### src/rtl/dcache_if.sv
// Bundles the MEM-stage load/store port and the 256-bit line memory port of the data cache.
// master = requester/memory side, slave = the cache.
interface dcache_if;
   logic         mem_read;
   logic         mem_write;
   logic [31:0]  mem_address;
   logic [31:0]  mem_wdata;
   logic [3:0]   mem_byte_enable;
   logic [31:0]  mem_rdata;
   logic         mem_resp;
   logic         pmem_read;
   logic         pmem_write;
   logic [31:0]  pmem_address;
   logic [255:0] pmem_wdata;
   logic [255:0] pmem_rdata;
   logic         pmem_resp;

   modport master (
      output mem_read, mem_write, mem_address, mem_wdata, mem_byte_enable,
      input  mem_rdata, mem_resp,
      input  pmem_read, pmem_write, pmem_address, pmem_wdata,
      output pmem_rdata, pmem_resp
   );

   modport slave (
      input  mem_read, mem_write, mem_address, mem_wdata, mem_byte_enable,
      output mem_rdata, mem_resp,
      output pmem_read, pmem_write, pmem_address, pmem_wdata,
      input  pmem_rdata, pmem_resp
   );
endinterface

### src/rtl/dcache.sv
// Direct-mapped write-back, write-allocate data cache: same-cycle hits and
// writeback/fill of whole 256-bit lines on a miss.
module dcache #(
   parameter int unsigned S_INDEX = 4
) (
   input logic     clk,
   input logic     rst,
   dcache_if.slave bus
);
   localparam int unsigned SETS  = 1 << S_INDEX;
   localparam int unsigned TAG_W = 27 - S_INDEX;

   typedef enum logic [1:0] {IDLE, WRITEBACK, FILL} state_t;

   state_t             state, state_next;
   logic [SETS-1:0]    valid, dirty;
   logic [TAG_W-1:0]   tag_arr  [SETS];
   logic [255:0]       data_arr [SETS];

   logic [TAG_W-1:0]   req_tag;
   logic [S_INDEX-1:0] idx;
   logic [2:0]         wsel;
   logic [7:0]         wbase;
   logic               req, hit, fill_done, store_upd;
   logic [31:0]        cur_word, merged_word;
   logic               unused_addr_bits;

   assign req_tag          = bus.mem_address[31 -: TAG_W];
   assign idx              = bus.mem_address[4+S_INDEX:5];
   assign wsel             = bus.mem_address[4:2];
   assign wbase            = {wsel, 5'b0};
   assign unused_addr_bits = ^bus.mem_address[1:0];

   assign req       = bus.mem_read | bus.mem_write;
   assign hit       = req & valid[idx] & (tag_arr[idx] == req_tag);
   assign cur_word  = data_arr[idx][wbase +: 32];
   assign fill_done = (state == FILL) & bus.pmem_resp;
   // mem_write wins over mem_read; an all-zero mask must not mark the line dirty
   assign store_upd = (state == IDLE) & hit & bus.mem_write & (|bus.mem_byte_enable);

   always_comb begin
      merged_word = cur_word;
      for (int unsigned i = 0; i < 4; i++) begin
         if (bus.mem_byte_enable[i]) merged_word[8*i +: 8] = bus.mem_wdata[8*i +: 8];
      end
   end

   always_comb begin
      state_next       = state;
      bus.mem_resp     = 1'b0;
      bus.mem_rdata    = '0;
      bus.pmem_read    = 1'b0;
      bus.pmem_write   = 1'b0;
      bus.pmem_address = '0;
      bus.pmem_wdata   = '0;
      unique case (state)
         IDLE: begin
            if (hit) begin
               bus.mem_resp  = 1'b1;
               bus.mem_rdata = cur_word;
            end else if (req) begin
               state_next = (valid[idx] & dirty[idx]) ? WRITEBACK : FILL;
            end
         end
         WRITEBACK: begin
            bus.pmem_write   = 1'b1;
            bus.pmem_address = {tag_arr[idx], idx, 5'b0};
            bus.pmem_wdata   = data_arr[idx];
            if (bus.pmem_resp) state_next = FILL;
         end
         FILL: begin
            bus.pmem_read    = 1'b1;
            bus.pmem_address = {req_tag, idx, 5'b0};
            if (bus.pmem_resp) state_next = IDLE;
         end
         default: state_next = IDLE;
      endcase
   end

   always_ff @(posedge clk or negedge rst) begin
      if (!rst) begin
         state <= IDLE;
         valid <= '0;
         dirty <= '0;
      end else begin
         state <= state_next;
         if (fill_done) begin
            valid[idx] <= 1'b1;
            dirty[idx] <= 1'b0;
         end else if (store_upd) begin
            dirty[idx] <= 1'b1;
         end
      end
   end

   // Tag/data storage carries no reset; valid gates every use of it
   always_ff @(posedge clk) begin
      if (fill_done) begin
         tag_arr[idx]  <= req_tag;
         data_arr[idx] <= bus.pmem_rdata;
      end else if (store_upd) begin
         data_arr[idx][wbase +: 32] <= merged_word;
      end
   end
endmodule

### src/flat_wrapper.sv
// flat-port wrapper written by rule: the top's interface ports become plain ports
module dcache_flat 
#(
   parameter int unsigned S_INDEX = 4
)
  (clk, rst, bus_mem_read, bus_mem_write, bus_mem_address, bus_mem_wdata, bus_mem_byte_enable, bus_mem_rdata, bus_mem_resp, bus_pmem_read, bus_pmem_write, bus_pmem_address, bus_pmem_wdata, bus_pmem_rdata, bus_pmem_resp);
  dcache_if bus_i ();
  input logic clk;
  input logic rst;
  input wire logic [$bits(bus_i.mem_read)-1:0] bus_mem_read;
  input wire logic [$bits(bus_i.mem_write)-1:0] bus_mem_write;
  input wire logic [$bits(bus_i.mem_address)-1:0] bus_mem_address;
  input wire logic [$bits(bus_i.mem_wdata)-1:0] bus_mem_wdata;
  input wire logic [$bits(bus_i.mem_byte_enable)-1:0] bus_mem_byte_enable;
  output wire logic [$bits(bus_i.mem_rdata)-1:0] bus_mem_rdata;
  output wire logic [$bits(bus_i.mem_resp)-1:0] bus_mem_resp;
  output wire logic [$bits(bus_i.pmem_read)-1:0] bus_pmem_read;
  output wire logic [$bits(bus_i.pmem_write)-1:0] bus_pmem_write;
  output wire logic [$bits(bus_i.pmem_address)-1:0] bus_pmem_address;
  output wire logic [$bits(bus_i.pmem_wdata)-1:0] bus_pmem_wdata;
  input wire logic [$bits(bus_i.pmem_rdata)-1:0] bus_pmem_rdata;
  input wire logic [$bits(bus_i.pmem_resp)-1:0] bus_pmem_resp;
  assign bus_i.mem_read = bus_mem_read;
  assign bus_i.mem_write = bus_mem_write;
  assign bus_i.mem_address = bus_mem_address;
  assign bus_i.mem_wdata = bus_mem_wdata;
  assign bus_i.mem_byte_enable = bus_mem_byte_enable;
  assign bus_mem_rdata = bus_i.mem_rdata;
  assign bus_mem_resp = bus_i.mem_resp;
  assign bus_pmem_read = bus_i.pmem_read;
  assign bus_pmem_write = bus_i.pmem_write;
  assign bus_pmem_address = bus_i.pmem_address;
  assign bus_pmem_wdata = bus_i.pmem_wdata;
  assign bus_i.pmem_rdata = bus_pmem_rdata;
  assign bus_i.pmem_resp = bus_pmem_resp;
  dcache #(.S_INDEX(S_INDEX)) u_core (.clk(clk), .rst(rst), .bus(bus_i));
endmodule
### config.mk
export PLATFORM = sky130hd
export DESIGN_NAME = dcache_flat
export DESIGN_NICKNAME = d
export VERILOG_FILES = /design/src/rtl/dcache_if.sv /design/src/rtl/dcache.sv /design/src/flat_wrapper.sv
export SDC_FILE = /design/constraint.sdc
export NUM_CORES = 2
export LEC_CHECK = 0
export CORE_MARGIN = 2
export CORE_UTILIZATION = 40
export DETAILED_ROUTE_END_ITERATION = 10
export GPL_ROUTABILITY_DRIVEN = 1
export GPL_TIMING_DRIVEN = 0
export SLEW_MARGIN = 40
export SYNTH_ARGS = -nofsm -noshare
export SYNTH_HDL_FRONTEND = slang
export SYNTH_MEMORY_MAX_BITS = 65536
export SYNTH_SLANG_ARGS = --single-unit
### constraint.sdc
create_clock -name clk -period 9.11 [get_ports clk]
set_input_delay 1.3665 -clock clk [delete_from_list [all_inputs] [get_ports clk]]
set_output_delay 1.3665 -clock clk [all_outputs]
set_load 0.03 [all_outputs]
# Word-level counts from Yosys, hierarchy flattened
# Memories as Yosys holds them, arrays and structs flattened.
# Index checks and enable logic that the tools add are counted.
[totals]
reg_bits = 34
latchBits = 0
ram_bits = 4464
rom_bits = 0
input_bits = 329
output_inout_bits = 323
elab_cells = 578
mem_count = 2
[memory_table]
columns = ["name", "depth", "word_bits", "read_ports", "rd_ports_with_merged_regs", "write_ports", "line_no", "text"]
rows = [
  ["u_core.data_arr", 16, 256, 1, 0, 1, "dcache.sv:18", "logic [255:0] data_arr [SETS];"],
  ["u_core.tag_arr", 16, 23, 1, 0, 1, "dcache.sv:17", "logic [TAG_W-1:0] tag_arr [SETS];"],
]
[classes]
n_addsub = 1
multipliers = 0
div = 0
magnitude_cmp = 2
eq_ne = 7
shift = 3
muxes = 287
bitwise = 268
reduce_logical = 5
[ops]
columns = ["op", "n"]
rows = [
  ["256-bit 2-to-1 mux", 2],
  ["1-bit 2-to-1 mux", 267],
  ["1-bit bitwise OR", 257],
  ["32-bit by 10-bit variable shift with 256-bit output (first input constant)", 1],
  ["256-bit by 9-bit indexed part select with 32-bit output", 1],
  ["32-bit by 10-bit indexed part select with 256-bit output", 1],
  ["32-bit 2-to-1 mux", 2],
  ["32-bit one-hot mux with 2 select lines", 1],
  ["16-bit 2-to-1 mux", 2],
  ["8-bit 2-to-1 mux", 4],
  ["16-bit bitwise OR", 2],
  ["23-bit == test", 1],
  ["16-bit AND", 1],
  ["16-bit NOT", 1],
  ["2-bit 2-to-1 mux", 5],
  ["8-bit negator with 10-bit output", 1],
  ["1-bit binary-select mux with 4-bit select", 2],
  ["1-bit AND", 7],
  ["2-bit != test (second input constant)", 3],
  ["2-bit one-hot mux with 3 select lines", 1],
  ["4-bit by 5-bit less-than comparator with 1-bit output (second input constant)", 1],
  ["1-bit demux with 4-bit select", 1],
  ["4-bit by 1-bit >= comparator with 1-bit output (second input constant)", 1],
  ["4-bit AND reduction", 1],
  ["7 further kinds", 7],
]

# Depth between registers and ports, before layout
[depth]
ltp_word = 11
ltp_mapped = 17
depth_no_buf = 10

# Least setup slack after synthesis
# Ideal clock, no wire load.
[synth_timing]
kind = "input-to-reg"
start = "input port bus_mem_address[8]"
end = "memory u_core.data_arr[10][0] (enable)"
setup_ps = 421
arrival_time_ps = 5703
required_time_ps = 8689
slack_ps = 2986
stages = 14
path_buffers = 5
path_cell_list = "buf_2 -> buf_2 -> buf_2 -> mux2_2 -> o22ai_1 -> nor4_1 -> nand4b_1 -> nor4_2 -> o211ai_2 -> or3_4 -> clkbuf_1 -> o21a_1 -> buf_2 -> nor2_1"
[synth_via]
elab_chain_cells = 11
word_cells_on_any_way = 13
classes_between = "eq/ne: 1; mux: 5; bitwise: 6; memory: 1"
[synth_rtl]
columns = ["item", "line_no", "text"]
rows = [
  ["start: declaration", "flat_wrapper.sv:12", "input wire logic [$bits(bus_i.mem_address)-1:0] bus_mem_address;"],
  ["parallel branches: the longest is 11 deep, another holds memory 16 x 23 bit", "n/a", ""],
  ["end: declaration", "dcache.sv:18", ""],
]
# Parallel ways; which one is timed is not known. The select of a mux whose other input is x is not followed.

# Worst setup path in the final report
[layout_timing]
start = "input port bus_mem_address[6]"
end = "output port bus_mem_rdata[2]"
[layout_via]
elab_chain_cells = 6
word_cells_on_any_way = 10
classes_between = "eq/ne: 1; shift: 1; mux: 4; bitwise: 2; memory: 2"
[layout_rtl]
columns = ["item", "line_no", "text"]
rows = [
  ["parallel branches: the longest is 4 deep, another holds memory 16 x 256 bit", "n/a", ""],
  ["32-bit 2-to-1 mux *", "dcache.sv:58", "if (hit) begin"],
  ["32-bit 2-to-1 mux *", "dcache.sv:56", "unique case (state)"],
  ["end: declaration", "flat_wrapper.sv:15", "output wire logic [$bits(bus_i.mem_rdata)-1:0] bus_mem_rdata;"],
]
# Mark *: on every way between the ends. The select of a mux whose other input is x is not followed.

==> impl_results.md <==
* CTS Hold Bufs at 0
* DRC viols at 0
* Drt pass-1 iters at 8
* WL final at 809,000 µm
* Placeable Area at 456,000 µm²
* Final Max Slew Viols at 0
* Slew HR at 0.260
* Largest net degree at the start of global routing at 27
* Clock skew at between 0.09 and 0.1 ns
* Unrepaired setup endpoints after global routing: no
* Wire length on met2 at ~350,000 µm
* Status: complete, but fails checks
* Initial antenna violation count at 145
* Setup WS pre-CTS at -1.32 ns
* HP Class: primary input to async pin
* Final #Nets at ~11k
* Syn Area/Cell at 19.8 µm²
* Initial Util at 0.402
* Die X at 681 µm
* Clock power share at 0.393
* Avg WL per Cell at 46.6 µm
* Final Hold Fails at 0
* Peak Freq at about 0.11 GHz
* Initial DRC count at 19.2k
* Max-cap violations at 0
* Via count at approximately 110k
* Yosys warnings at 0
* Buffers on Ports at roughly 640
* CP required at between 7 and 8 ns
* Top-count cell post-synth: edfxtp_1
* GRT Util Overall at 0.343
* Post-Layout Cell Count at 17.4k
* Post-Synthesis Cells at 9,248
* Crit path time final at 9.23 ns
* Endpoints failing setup at 16
* Crit path kind: primary input to output port
* Clock buffer depth at 4
* Final WS setup at -0.118 ns
* Failing checks: setup timing
* CTS tree: yes
* Total gr overflow at 0
* Routed met1 length at 280,000 µm
* Total internal power at 35,100 µW
* Pwr Density at 211 nW/µm²
* Post-DP HPWL at 619,000 µm
* Inst Count DP at 16.3k
* Synth Flop Type: edfxtp_1
* Psw at 12,300 µW
* Area Growth Syn to Fin at 22.8%
* Clock Sinks at 4,498
* Row Count at 248
* Final Power at 47,400 µW
* Fraction of layout cells with a size suffix above 1 at 0.317
* CTS buffer count at roughly 460
* Seq pwr share at 0.491
* First-pass GRT wire length at between 1,000,000 and 1,500,000 µm
* H-tree lvl count at 5
* Post-synth EDFFs at 4,464
* Final ANT Viol Nets at 0
* Met3 WL at 110,000 µm
* Arr. time, crit path at a little under 8 ns
* Vias in the first global route at between 100k and 150k
* Vias per inst at 6.49
* Flops & latches, synth at between 4k and 5k
* Worst setup EP type: output port
* Comb power frac at 0.117
* Sequential area share after synthesis at 0.737
* Max Fanout on Critical Path at 19
* Top cell type's share of synthesized area at 0.732
* Die H at roughly 680 µm
* Worst-margin pin slew at 1.10 ns
* Leakage power at 0.0725 µW
* Sw frac at 0.259
* Synth cell count leaders: edfxtp_1 (4,464), mux4_2 (1,231), nand2_1 (961)
* Ys async rst share at 0.00756
* Biggest area consumer among synthesized cells: edfxtp_1
* Period utilisation layout at 1.01
* Clock-pin slew on the worst setup and hold paths at 0.06 ns
* I/O Pins at 652
* Die ar. at roughly 460,000 µm²
* Top Layer Used: met5
* Final GP Congestion at 1.05
* Max VDD drop at around 180 µV
* Worst skew pair latency at roughly 1.1 ns
* Mapped Area at 183,000 µm²
* Ranking of synthesized cells by area: edfxtp_1 (73%), mux4_2 (15%), nand2_1 (2.0%)
* CP Launch Type: primary input
* Synth cell types at 66
* Postcts setup bufs at 0
* Clock Tree Root: clkbuf_16
[kinds of logic (layout without fill, tap and decap cells)]
logic type	count (synthesis)	in the layout	synth area share
flops	4498	4498	0.737
mux	1750	1750	0.183
simple gates	1682	1682	0.0389
compound gates	653	653	0.0246
buf+inv	634	2564	0.0154
xor+xnor	25	25	0.00120
fa+ha+maj	5	5	0.000342
other cells	1	190	0.0000205
[power groups by stage]
| stage | Combinational, µW | Clock, µW | Sequential, µW |
|---|---|---|---|
| 3_3_place_gp | 4650 | 0 | 23700 |
| 4_1_cts | 5290 | 18600 | 23200 |
| 6_report | 5540 | 18600 | 23200 |
| 3_5_place_dp | 5250 | 0 | 23700 |
| 5_1_grt | 5490 | 19400 | 23300 |
| 2_1_floorplan | 2070 | 0 | 23700 |
[critical path: stages]
cell and delay [ns]:
clkdlybuf4s50_1 0.57, buf_4 0.40, buf_4 0.38, buf_4 0.49, buf_4 0.41, clkbuf_4 0.31
buf_12 0.22, clkbuf_1 0.62, mux4_2 0.37, mux2i_1 0.23, a21oi_2 0.52, o22ai_1 0.23
nor4_2 0.45, buf_4 0.26, nor2b_1 0.19, clkdlybuf4s50_1 0.71
[flip-flops by register name (all words and copies together) (netlist names), named ones only]
name / cells
u_core.valid: 16
u_core.tag_arr: 368
u_core.data_arr: 4096
u_core.state: 2
[final cells by class]
cell class / instances / area, µm²
plain buffers: 614 / 3300
clock inverters: 296 / 2670
inverters: 18 / 67.6
clock buffers: 542 / 12000
fillers: 36700 / 231000
multi-input cells: 4120 / 48600
well taps: 6000 / 7510
repair buffers: 1094 / 15400
flip-flops and latches: 4498 / 135000
diodes: 185 / 463
[stage by stage]
| step | util | TNS, ns | area [µm²] | hold slack, ns |
|---|---|---|---|---|
| final | 0.493 | -0.942 | 225000 | 0.182 |
| after global routing | 0.492 | 0 | 224000 | 0.176 |
| after CTS | 0.491 | 0 | 224000 | 0.136 |
| after detailed placement | 0.458 | -795.91 | 209000 | 0.450 |
| after global placement | 0.432 | - | 197000 | 0.446 |
| after floorplan | - | 0 | 183000 | 0.434 |
[routing by layer]
layer / track usage / up-vias
met5: 0.00177 / -
met4: 0.255 / 46
met3: 0.123 / 1921
met2: 0.489 / 9659
met1: 0.431 / 59600
li1: - / 41400
[final timing paths]
| kind | from | endpoint | slack [ns] | cells past startpoint |
|---|---|---|---|---|
| max in group asynchronous | rst | async pin | 8.49 | 2 |
| setup reg to reg | u_core.tag_arr[11][0] | u_core.data_arr[6][77] | 3.25 | 11 |
| hold / removal | rst | u_core.valid[3] | 0.18 | 1 |
| min in group clk | u_core.valid[0] | u_core.valid[0] | 0.47 | 1 |
| hold reg to reg | u_core.valid[0] | u_core.valid[0] | 0.47 | 1 |
| setup / recovery | bus_mem_address[6] | bus_mem_rdata[2] | -0.12 | 16 |
[placed cells by master (no fill, tap or decap), drive strengths merged, types with 18 or more instances in the layout]
| master | instances |
|---|---|
| edfxtp | 4464 |
| o21ai | 50 |
| inv | 33 |
| a21oi | 137 |
| nor4 | 44 |
| diode | 185 |
| clkinv | 228 |
| mux2i | 217 |
| clkinvlp | 18 |
| bufinv | 35 |
| nor2 | 423 |
| mux2 | 302 |
| or2 | 22 |
| and3 | 134 |
| buf | 686 |
| a211oi | 131 |
| clkdlybuf4s50 | 628 |
| a311oi | 129 |
| mux4 | 1231 |
| dfrtp | 34 |
| o22ai | 135 |
| a22oi | 23 |
| nand2 | 961 |
| nor2b | 51 |
| clkbuf | 936 |
[what timing repair did]
action                     CTS  global route
setup endpoints to repair  143            29
resized for setup          107            31
pin swaps                    0             1
hold endpoints to repair     0             0
Power figures use the tool's default switching activity.
